[config.mk]
export PLATFORM = sky130hd
export DESIGN_NAME = mips_mc_ctrl
export DESIGN_NICKNAME = d
export VERILOG_FILES = /design/src/rtl/mips_mc_ctrl.sv
export SDC_FILE = /design/constraint.sdc
export NUM_CORES = 1
export LEC_CHECK = 0
export BUFFER_PORTS_ARGS = -buffer_cell sky130_fd_sc_hd__buf_4
export CORE_MARGIN = 10
export CORE_UTILIZATION = 42
export DETAILED_ROUTE_END_ITERATION = 6
export PLACE_DENSITY = 0.79
export SLEW_MARGIN = 20
export SYNTH_ARGS = -nofsm -noshare
export SYNTH_HDL_FRONTEND = slang
export SYNTH_SLANG_ARGS = --single-unit
[constraint.sdc]
create_clock -name clk -period 1.5 [get_ports clk]
set_input_delay 0.075 -clock clk [delete_from_list [all_inputs] [get_ports clk]]
set_output_delay 0.075 -clock clk [all_outputs]
set_load 0.03 [all_outputs]
[src/rtl/mips_mc_ctrl.sv]
// rtl/mips_mc_ctrl.sv - multicycle MIPS main controller with memory-ready stall and timeout halt
// Optional BNE support is enabled by defining MIPS_BNE_EN.
module mips_mc_ctrl #(
  parameter int WAIT_MAX = 15
) (
  input  logic       clk,
  input  logic       reset,
  input  logic [5:0] op,
  input  logic [5:0] funct,
  input  logic       zero,
  input  logic       memready,
  output logic       pcen,
  output logic       irwrite,
  output logic       regwrite,
  output logic       memwrite,
  output logic       iord,
  output logic       memtoreg,
  output logic       regdst,
  output logic       alusrca,
  output logic [1:0] alusrcb,
  output logic [1:0] pcsrc,
  output logic [2:0] alucontrol,
  output logic       memfault
);

  localparam int CW = $clog2(WAIT_MAX + 1);

  typedef enum logic [3:0] {
    S_FETCH, S_DECODE, S_MEMADR, S_MEMRD, S_MEMWB, S_MEMWR,
    S_RTYPEEX, S_RTYPEWB, S_BEQEX, S_ADDIEX, S_ADDIWB, S_JEX, S_HALT
`ifdef MIPS_BNE_EN
    , S_BNEEX
`endif
  } state_t;

  typedef enum logic [1:0] {ALU_NONE, ALU_ADD, ALU_SUB, ALU_FUNCT} aluop_t;

  state_t        state, state_next;
  aluop_t        aluop;
  logic [CW-1:0] wait_cnt, wait_cnt_next;
  logic          wait_state, timeout;

  always_ff @(posedge clk or posedge reset) begin
    if (reset) begin
      state    <= S_FETCH;
      wait_cnt <= '0;
      memfault <= 1'b0;
    end else begin
      state    <= state_next;
      wait_cnt <= wait_cnt_next;
      if (state_next == S_HALT) memfault <= 1'b1;
    end
  end

  // The count only survives while a memory state keeps waiting; any exit or ready clears it.
  assign wait_state    = (state == S_FETCH) || (state == S_MEMRD) || (state == S_MEMWR);
  assign timeout       = wait_state && !memready && (wait_cnt == CW'(WAIT_MAX - 1));
  assign wait_cnt_next = (wait_state && !memready && !timeout) ? wait_cnt + CW'(1) : '0;

  always_comb begin
    state_next = state;
    pcen       = 1'b0;
    irwrite    = 1'b0;
    regwrite   = 1'b0;
    memwrite   = 1'b0;
    iord       = 1'b0;
    memtoreg   = 1'b0;
    regdst     = 1'b0;
    alusrca    = 1'b0;
    alusrcb    = 2'b00;
    pcsrc      = 2'b00;
    aluop      = ALU_NONE;
    case (state)
      S_FETCH: begin
        alusrcb = 2'b01;
        aluop   = ALU_ADD;
        irwrite = memready;
        pcen    = memready;
        if (memready) state_next = S_DECODE;
        else if (timeout) state_next = S_HALT;
      end
      S_DECODE: begin
        alusrcb = 2'b11;
        aluop   = ALU_ADD;
        case (op)
          6'b100011, 6'b101011: state_next = S_MEMADR;
          6'b000000:            state_next = S_RTYPEEX;
          6'b000100:            state_next = S_BEQEX;
          6'b001000:            state_next = S_ADDIEX;
          6'b000010:            state_next = S_JEX;
`ifdef MIPS_BNE_EN
          6'b000101:            state_next = S_BNEEX;
`endif
          default:              state_next = S_FETCH;
        endcase
      end
      S_MEMADR: begin
        alusrca    = 1'b1;
        alusrcb    = 2'b10;
        aluop      = ALU_ADD;
        state_next = (op == 6'b101011) ? S_MEMWR : S_MEMRD;
      end
      S_MEMRD: begin
        iord = 1'b1;
        if (memready) state_next = S_MEMWB;
        else if (timeout) state_next = S_HALT;
      end
      S_MEMWB: begin
        regwrite   = 1'b1;
        memtoreg   = 1'b1;
        state_next = S_FETCH;
      end
      S_MEMWR: begin
        iord     = 1'b1;
        memwrite = 1'b1;
        if (memready) state_next = S_FETCH;
        else if (timeout) state_next = S_HALT;
      end
      S_RTYPEEX: begin
        alusrca    = 1'b1;
        aluop      = ALU_FUNCT;
        state_next = S_RTYPEWB;
      end
      S_RTYPEWB: begin
        regwrite   = 1'b1;
        regdst     = 1'b1;
        state_next = S_FETCH;
      end
      S_BEQEX: begin
        alusrca    = 1'b1;
        aluop      = ALU_SUB;
        pcsrc      = 2'b01;
        pcen       = zero;
        state_next = S_FETCH;
      end
`ifdef MIPS_BNE_EN
      S_BNEEX: begin
        alusrca    = 1'b1;
        aluop      = ALU_SUB;
        pcsrc      = 2'b01;
        pcen       = ~zero;
        state_next = S_FETCH;
      end
`endif
      S_ADDIEX: begin
        alusrca    = 1'b1;
        alusrcb    = 2'b10;
        aluop      = ALU_ADD;
        state_next = S_ADDIWB;
      end
      S_ADDIWB: begin
        regwrite   = 1'b1;
        state_next = S_FETCH;
      end
      S_JEX: begin
        pcsrc      = 2'b10;
        pcen       = 1'b1;
        state_next = S_FETCH;
      end
      S_HALT:  state_next = S_HALT;
      default: state_next = S_FETCH;
    endcase
  end

  always_comb begin
    alucontrol = 3'b000;
    case (aluop)
      ALU_ADD: alucontrol = 3'b010;
      ALU_SUB: alucontrol = 3'b110;
      ALU_FUNCT: begin
        case (funct)
          6'b100000: alucontrol = 3'b010;
          6'b100010: alucontrol = 3'b110;
          6'b100100: alucontrol = 3'b000;
          6'b100101: alucontrol = 3'b001;
          6'b101010: alucontrol = 3'b111;
          default:   alucontrol = 3'b010;
        endcase
      end
      default: alucontrol = 3'b000;
    endcase
  end

endmodule
# Word-level counts from Yosys, hierarchy flattened
# Index checks and enable logic that the tools add are counted.
# word_totals
n_memories	0
romBits	0
ram_bits	0
out_inout_bits	16
inputBits	16
reg_bits	9
wordCells	66
latchBits	0
# classes
n_reduce_logical	15
n_eq_ne	26
bitwise	0
magnitude_cmp	0
div_mod_pow	0
muxes	21
add_sub_neg	1
shifts	0
n_mul	0
# ops
cell	count
6-bit equality test (second input constant)	6
4-bit case mux with 8 select lines	1
4-bit equality test (second input constant)	7
4-bit two-way mux	5
4-bit case mux with 5 select lines	1
4-bit by 3-bit equality test with 1-bit output (second input constant)	4
2-bit case mux with 3 select lines	2
3-bit case mux with 4 select lines	1
3-bit case mux with 3 select lines	1
4-bit by 2-bit equality test with 1-bit output (second input constant)	2
4-bit OR reduction	2
1-bit two-way mux	7
6-bit by 2-bit equality test with 1-bit output (second input constant)	1
6-bit by 3-bit equality test with 1-bit output (second input constant)	1
6-bit by 4-bit equality test with 1-bit output (second input constant)	1
6-bit logical NOT	1
2-bit OR reduction	3
4-bit by 1-bit adder with 4-bit output (second input constant)	1
2-bit equality test (second input constant)	2
4-bit by 1-bit equality test with 1-bit output (second input constant)	1
4-bit logical NOT	1
2-bit case mux with 2 select lines	1
1-bit logical AND	3
3-bit two-way mux	1
other kinds (5)	7

# Longest topological paths before layout
# Gate-level depths: netlist (run 1).
# logic_depth
word_depth	9
ltp_mapped	6
depth_no_buf	6

# Least setup slack after synthesis (run 1)
# No wires, ideal clock.
# synth_timing
path_kind	register to output
start	register state[0]
end	output port pcen
stages_incl_launch_ff	6
path_buffers	2
slack_ns	-0.263
arrival_ns	1.688
t_required_ns	1.425
cell_sequence	dfrtp_1 -> buf_4 -> or2_1 -> buf_2 -> nor4b_4 -> a211o_1
# synth_between
elab_chain_len	2
word_cells_on_any_way	4
cone_classes	2 x eq/ne; 1 x mux; 1 x reduce/logical
# synth_rtl
element	line	text
from (decl)	38	state_t state, state_next;
from (signal assigned)	49	state <= state_next;
4-bit equality test / 4-bit logical NOT (equally long branches)	73	case (state)
1-bit case mux with 3 select lines *	73	
to (decl)	12	output logic pcen,
# Mark *: on every way between the ends. The rest lies on a longest branch, timed or not.

# Final worst setup path (run 1)
# layout_timing
start	register wait_cnt[0]
end	register state[1]
# layout_between
elab_chain_len	5
word_cells_on_any_way	7
cone_classes	1 x eq/ne; 5 x mux; 1 x reduce/logical
# layout_rtl
element	line	text
from (decl)	40	logic [CW-1:0] wait_cnt, wait_cnt_next;
from (signal assigned)	50	wait_cnt <= wait_cnt_next;
4-bit equality test *	57	assign timeout = wait_state && !memready && (wait_cnt == CW'(WAIT_MAX - 1));
1-bit logical AND *	57	
4-bit two-way mux *	80, 106, 117	
4-bit two-way mux (on tied branches)	116, 105, 79	
4-bit case mux with 8 select lines *	73	
named net state_next[1]	38	
# The timed path passes the listed nets; every way through them passes the cells marked *.
# A chain may end at the register's enable or synchronous reset.

==> metrics.md, run 1 <==
| Metric | Value |
|---|---|
| Outcome | `finished, violations left` |
| Failing checks | `negative setup slack` |
| Critical Path AT | `1.77 ns` |
| Worst R2R Path Depth | `6` |
| Worst setup margin | `-0.0999 ns` |
| Commonest non-fill, non-tap cell in the layout | `buf_4` |
| Antenna violations before repair | `0` |
| Fmax | `625 MHz` |
| Share of cells above drive strength 1 | `0.575` |
| CP max stage delay | `0.36 ns` |
| Clk slew on worst S/H paths | `0.06 ns` |
| DRT antenna net count | `0` |
| TritonCTS clock tree | `yes` |
| DR iter-0 viols | `52` |
| Sequential share of the synthesized area | `0.293` |
| Slowest stage cell, crit path | `a221o_1` |
| Worst r2r src | `wait_cnt[0]$_DFF_PP0_` |
| Overflow after GRT | `0` |
| Crit path max-delay family | `simple AND/OR/NAND/NOR gates` |
| Port bufs | `31` |
| Design area | `0.00142 mm^2` |
| Most frequent cells in the layout | `buf_4 (44), nor2_1 (12), buf_6 (11), dfrtp_1 (9), nand3_1 (6)` |
| Die Footprint | `0.00394 mm^2` |
| Path category of the worst min-delay check | `in2reg` |
| Syn nets | `115` |
| Number of buffers created by CTS | `3` |
| Cells after Synth | `97` |
| First-pass DRT Iterations | `4` |
| Synthesis-stage register bit count | `9` |
| Layout fillers | `105` |
| Std-Cell Rows | `15` |
| First-pass GRT wire length | `4350 um` |
| Largest net degree at the start of global routing | `12` |
| Fin. Hold Viols | `0` |
| Number of setup violations in the final report | `10` |
| H-tree levels | `1` |
| GP Congestion | `0.810` |
| Final Cycle Share | `1.07` |
| Register area | `225 um^2` |
| Skew final | `0.0109 ns` |
| Max VDD drop | `1180 uV` |
| Unrepaired setup endpoints after global routing | `true` |
| Rel. slew slack | `0.744` |
| Placed cells | `159` |
| Final Non-Filler Cells | `178` |
| Multi-input gate area | `633 um^2` |
| Crit path time final | `1.60 ns` |
| Final WL | `2930 um` |
| Starting Density | `0.445` |
| Setup_tns | `-0.496 ns` |
| WP data required | `1.67 ns` |
| Maximum buffer depth of the clock tree | `2` |
| Vias per cell | `5.72` |
| Ports | `32` |
| Die Wd | `62.8 um` |
| Post-synth EDFFs | `0` |
| Post-synth ARST share | `1.00` |
| Final nets | `172` |
| Core Footprint | `0.00173 mm^2` |
| DIE HEIGHT | `62.8 um` |
| List of cells traversed by the critical path | `inv_1 -> ha_2 -> and3_4 -> or3_4 -> a221o_1 -> o31ai_2` |
| PwrDens | `1780 mW/mm^2` |
| Buf+Inv Stages, Crit Path | `1` |
| Vias in the first global route | `955` |
| Fin Hold WS | `0.129 ns` |
| Synth Cell Area | `768 um^2` |
| Leak | `0.636 nW` |
| Yosys warning count | `0` |
| Final max-slew violation count | `0` |
| Crit Path Category | `reg2reg` |
| Hold path cells | `3` |
| Hold Path Sink | `state[3]$_DFF_PP0_` |
| Avg Cell Area, Syn | `7.92 um^2` |
| N_diodes | `0` |
| Final Power | `2.53 mW` |
| Max Cap Viol | `0` |
| Total number of vias | `1018` |
| Critical Path Sink Type | `flip-flop` |
| Worst-margin pin slew | `0.385 ns` |
| RR Endpoint | `state[1]$_DFF_PP0_` |
| Dominant synthesized flop cell | `dfrtp_1` |
| All-Layer GR Usage | `0.130` |
| Setup crit start kind | `flip-flop` |
| Hold wc startpoint | `op[2]` |
| Netlist cell types | `39` |
| Crit Path Max Fanout | `2` |
| WL/cell | `16.5 um` |
| Residual DRC count | `0` |
| CTS sink count | `9` |
| Dpl hpwl | `1990 um` |
| Clock insertion delay at the later pin of the skew report | `0.27 ns` |
| Root Driver | `clkbuf_4` |
| Layout area overhead | `85.3%` |
| Placed Area | `0.00112 mm^2` |
| R2r setup slk | `-0.1 ns` |
[timing repair]
item / CTS / global route
hold buffers: 1 / 0
resized for setup: 13 / 26
pin swaps: 8 / 11
hold endpoints to repair: 9 / 0
gates cloned: 0 / 0
buffers inserted: 8 / 6
setup endpoints to repair: 8 / 18
[worst max path at each step]
| stage | end | from | cells past startpoint | slack [ns] |
|---|---|---|---|---|
| 3_3_place_gp | state[1]$_DFF_PP0_ | wait_cnt[0]$_DFF_PP0_ | 6 | 0.002 |
| 4_1_cts | irwrite | state[1]$_DFF_PP0_ | 4 | -0.09 |
| 6_report | state[1]$_DFF_PP0_ | wait_cnt[0]$_DFF_PP0_ | 6 | -0.1 |
| 5_1_grt | state[1]$_DFF_PP0_ | wait_cnt[0]$_DFF_PP0_ | 6 | -0.17 |
| 3_5_place_dp | state[1]$_DFF_PP0_ | wait_cnt[0]$_DFF_PP0_ | 6 | -0.05 |
| 2_1_floorplan | pcen | state[0]$_DFF_PP0_ | 5 | -0.09 |
[power by group]
part           switching [mW]  internal, mW
registers              0.0447         0.307
logic                    1.07         0.922
clock network          0.0858         0.102
total                    1.20          1.33
[final cells by class]
type / count / area share
clock buffers: 4 / 0.0185
inverters: 5 / 0.0167
multi-input cells: 78 / 0.445
flip-flops and latches: 9 / 0.158
well taps: 25 / 0.0220
repair buffers: 57 / 0.340
[metrics by stage]
step / setup WS, ns / util
floorplan: -0.0903 / -
global placement: 0.00154 / 0.650
detailed placement: -0.0465 / 0.650
CTS: -0.0941 / 0.731
finish: -0.0999 / 0.825
global route: -0.168 / 0.825
[logic make-up after synthesis]
family / count (synthesis) / share of synthesized area
mux: 1 / 0.0130
fa+ha+maj: 2 / 0.0326
simple gates: 51 / 0.375
buf+inv: 10 / 0.0586
flops: 9 / 0.293
xor+xnor: 4 / 0.0456
compound gates: 20 / 0.182
[sequential cells by signal, indices dropped and copies added (netlist names)]
name / count
wait_cnt: 4
state: 4
memfault: 1
[layer usage]
metal	global-route usage	up-vias	routed length [um]
met5	0	-	0
li1	-	472	-
met4	0.0279	0	69
met1	0.132	480	1080
met3	0.0502	10	199
met2	0.244	56	1590
[cell usage after synthesis, drive strengths merged, types with 2 or more instances]
cell type	count	area, um^2
a21oi	4	20.0
buf	4	22.5
dfrtp	9	225
ha	2	25.0
inv	5	18.8
nand2	6	22.5
nand3	7	35.0
nand4	4	25.0
nor2	16	60.1
nor3	5	25.0
nor4b	2	38.8
o21ai	3	15.0
o311ai	2	17.5
o31ai	2	15.0
or3	2	12.5
xnor2	3	26.3
[tightest hold or removal path, delay by kind of cell]
kind / cells / cell delay, ns
AND/OR/NAND/NOR: 1 / 0.09
buffers and inverters: 1 / 0.09
AO/OA/AOI/OAI: 1 / 0.09
(Power assumes the default switching activity.)
==> run 2, diff against run 1 <==
- CORE_UTILIZATION: 42 -> 29
- CTS_BUF_LIST: default -> sky130_fd_sc_hd__clkbuf_4
- PLACE_DENSITY: 0.79 -> 0.6
==> run 2 against run 1 <==
The run still ends with negative setup slack left. Critical path depth stayed put. Design area is 4.9% lower. Sequential power is 3% higher. Maximum frequency is 3.6% higher. Clock power is 6% higher. Die area is 30% higher. Critical path type unchanged. Highest routed layer unchanged.
==> metrics.md, run 2 (same netlist as run 1, synthesis figures left out) <==
| Metric | Value |
|---|---|
| Starting Density | `0.307 (-0.138)` |
| Final Cycle Share | `1.03 (-0.0375)` |
| Layout fillers | `237 (+130%)` |
| Clock power share | `0.085 (+0.011)` |
| Residual DRC count | `0 (unchanged)` |
| Die Footprint | `0.00511 mm^2 (+30%)` |
| Core Footprint | `0.00250 mm^2 (+45%)` |
| Gr busiest metal | `met2` |
| Critical Path AT | `1.70 ns (-0.07 ns)` |
| Crit Path Max Fanout | `2 (unchanged)` |
| DR iter-0 viols | `29 (-44%)` |
| Slowest stage cell, crit path | `or3_4` |
| Setup_tns | `-0.112 ns (+0.384 ns)` |
| Failing checks | `negative setup slack` |
| Crit path time final | `1.54 ns (-0.0563 ns)` |
| Root Driver | `clkbuf_4` |
| Share of cells above drive strength 1 | `0.554 (-0.0211)` |
| Crit path max-delay family | `simple AND/OR/NAND/NOR gates` |
| Vias per cell | `5.26 (-8.0%)` |
| All-Layer GR Usage | `0.0965 (-0.0334)` |
| Clock insertion delay at the later pin of the skew report | `0.25 ns (-0.02 ns)` |
| Total number of vias | `937 (-8.0%)` |
| Vias in the first global route | `907 (-5.0%)` |
| Fin util | `0.542 (-0.283)` |
| DIE HEIGHT | `71.5 um (+14%)` |
| WP data required | `1.66 ns (about the same)` |
| Placed cells | `167 (+5.0%)` |
| Critical Path Sink Type | `flip-flop` |
| CP max stage delay | `0.36 ns (about the same)` |
| DRT antenna net count | `0 (unchanged)` |
| CTS sink count | `9 (unchanged)` |
| Design area | `0.00135 mm^2 (-4.9%)` |
| Number of buffers created by CTS | `3 (unchanged)` |
| Worst-margin pin slew | `0.388 ns (+0.00383 ns)` |
| Final max-slew violation count | `0 (unchanged)` |
| Sw Share | `0.465 (-0.00982)` |
| Port bufs | `31 (unchanged)` |
| H-tree levels | `1 (unchanged)` |
| Gate power share | `0.761 (-0.026)` |
| Layout area overhead | `76.2%` |
| Sequential power share | `0.154 (+0.015)` |
| Switching pwr | `1.09 mW (-9.5%)` |
| Path category of the worst min-delay check | `in2reg` |
| PwrDens | `1730 mW/mm^2 (-2.8%)` |
| Biggest regs | `state: 4 flops, wait_cnt: 4 flops, memfault: 1 flops` |
| Worst setup margin | `-0.0436 ns (+0.0563 ns)` |
| Max VDD drop | `1200 uV (+2.1%)` |
| Rel. slew slack | `0.740 (-0.00376)` |
| Fin Hold WS | `0.134 ns (+0.00521 ns)` |
| WL/cell | `14.6 um (-11%)` |
| Maximum buffer depth of the clock tree | `2 (unchanged)` |
| Internal power | `1.25 mW (-5.8%)` |
| Crit Path Category | `reg2reg` |
| Dpl hpwl | `1960 um (-1.5%)` |
| Number of setup violations in the final report | `4 (-6)` |
| TritonCTS clock tree | `yes` |
| Die Wd | `71.5 um (+14%)` |
| Placed Area | `0.00114 mm^2 (+1.4%)` |
| Met3 usage | `0.0344 (-0.0157)` |
| Fmax | `648 MHz (+3.6%)` |
| Final nets | `167 (-2.9%)` |
| Final Power | `2.34 mW (-7.6%)` |
| Outcome | `finished, violations left` |
| Commonest non-fill, non-tap cell in the layout | `buf_4` |
| Most frequent cells in the layout | `buf_4 (43), nor2_1 (13), buf_6 (7), nand3_1 (6), dfrtp_1 (6)` |
| Max Cap Viol | `0 (unchanged)` |
| Buf+Inv Stages, Crit Path | `1 (unchanged)` |
| N_diodes | `0 (unchanged)` |
| Fin. Hold Viols | `0 (unchanged)` |
| Leak | `0.601 nW (-5.5%)` |
| Final Non-Filler Cells | `178 (unchanged)` |
| Overflow after GRT | `0 (unchanged)` |
| Skew final | `0.00278 ns (-0.00816 ns)` |
| GRT met1 Usage | `0.115 (-0.0163)` |
| Std-Cell Rows | `18 (+3)` |
| Setup crit start kind | `flip-flop` |
| GP Congestion | `0.827 (+2.0%)` |
| First-pass DRT Iterations | `4 (unchanged)` |
| Final WL | `2600 um (-11%)` |
| Unrepaired setup endpoints after global routing | `true` |
| Ports | `32 (unchanged)` |
| Pre-CTS WS | `-0.0443 ns (+0.00214 ns)` |
| List of cells traversed by the critical path | `inv_1 -> ha_2 -> and3_4 -> or3_4 -> a221o_1 -> o31ai_1` |
| Antenna violations before repair | `0 (unchanged)` |
| First-pass GRT wire length | `4200 um (-3.5%)` |
| Clk slew on worst S/H paths | `0.06 ns (about the same)` |
| Largest net degree at the start of global routing | `10 (-2)` |
| Global Route met2 Usage | `0.156 (-0.0877)` |
run 2: cell count changes in the layout (fill, tap and decap cells not counted), moves of 2 or more:
cell	change
dfrtp_2	+3
buf_6	-4
nand2_4	+2
inv_2	-2
dfrtp_1	-3
run 2: final timing paths:
check,from,end,slack (ns),depth (start not counted)
hold reg to reg,memfault$_DFFE_PP0N_,memfault$_DFFE_PP0N_,0.48,1
setup / recovery,wait_cnt[0]$_DFF_PP0_,state[1]$_DFF_PP0_,-0.04,6
setup reg to reg,wait_cnt[0]$_DFF_PP0_,state[1]$_DFF_PP0_,-0.04,6
hold / removal,op[2],state[3]$_DFF_PP0_,0.13,3
min in group asynchronous,reset,state[3]$_DFF_PP0_,0.33,3
max in group asynchronous,reset,state[0]$_DFF_PP0_,0.90,3
run 2: repair_timing:
item	4_1_cts	5_1_grt
buffers inserted	4	2
endpoints found under the setup margin	10	20
hold endpoints to repair	9	0
pin swaps	3	5
resized for setup	16	20
hold buffers	1	0
run 2: final cells by class:
| type | count | area, um^2 | share of cell area |
|---|---|---|---|
| Inverter | 5 | 28.8 | 0.0213 |
| Timing Repair Buffer | 52 | 427 | 0.315 |
| Sequential cell | 9 | 229 | 0.169 |
| Tap cell | 30 | 37.5 | 0.0277 |
| Clock buffer | 4 | 30.0 | 0.0222 |
| Multi-Input combinational cell | 78 | 602 | 0.445 |
run 2: worst min-delay path: stages:
cell      delay [ns]
buf_4           0.09
nand3b_1        0.09
o311ai_2        0.09
run 2: power groups by stage:
stage	clock network, mW	logic [mW]	registers (mW)
after floorplan	0	0.908	0.371
after global placement	0	1.34	0.388
after detailed placement	0	1.35	0.391
after CTS	0.208	1.57	0.357
after global routing	0.225	1.91	0.368
final	0.199	1.78	0.360
run 2: routing by layer:
metal,part of all wire,vias up
li1,-,460
met4,0.0039,0
met2,0.46,34
met3,0.088,2
met1,0.44,441
met5,0,-
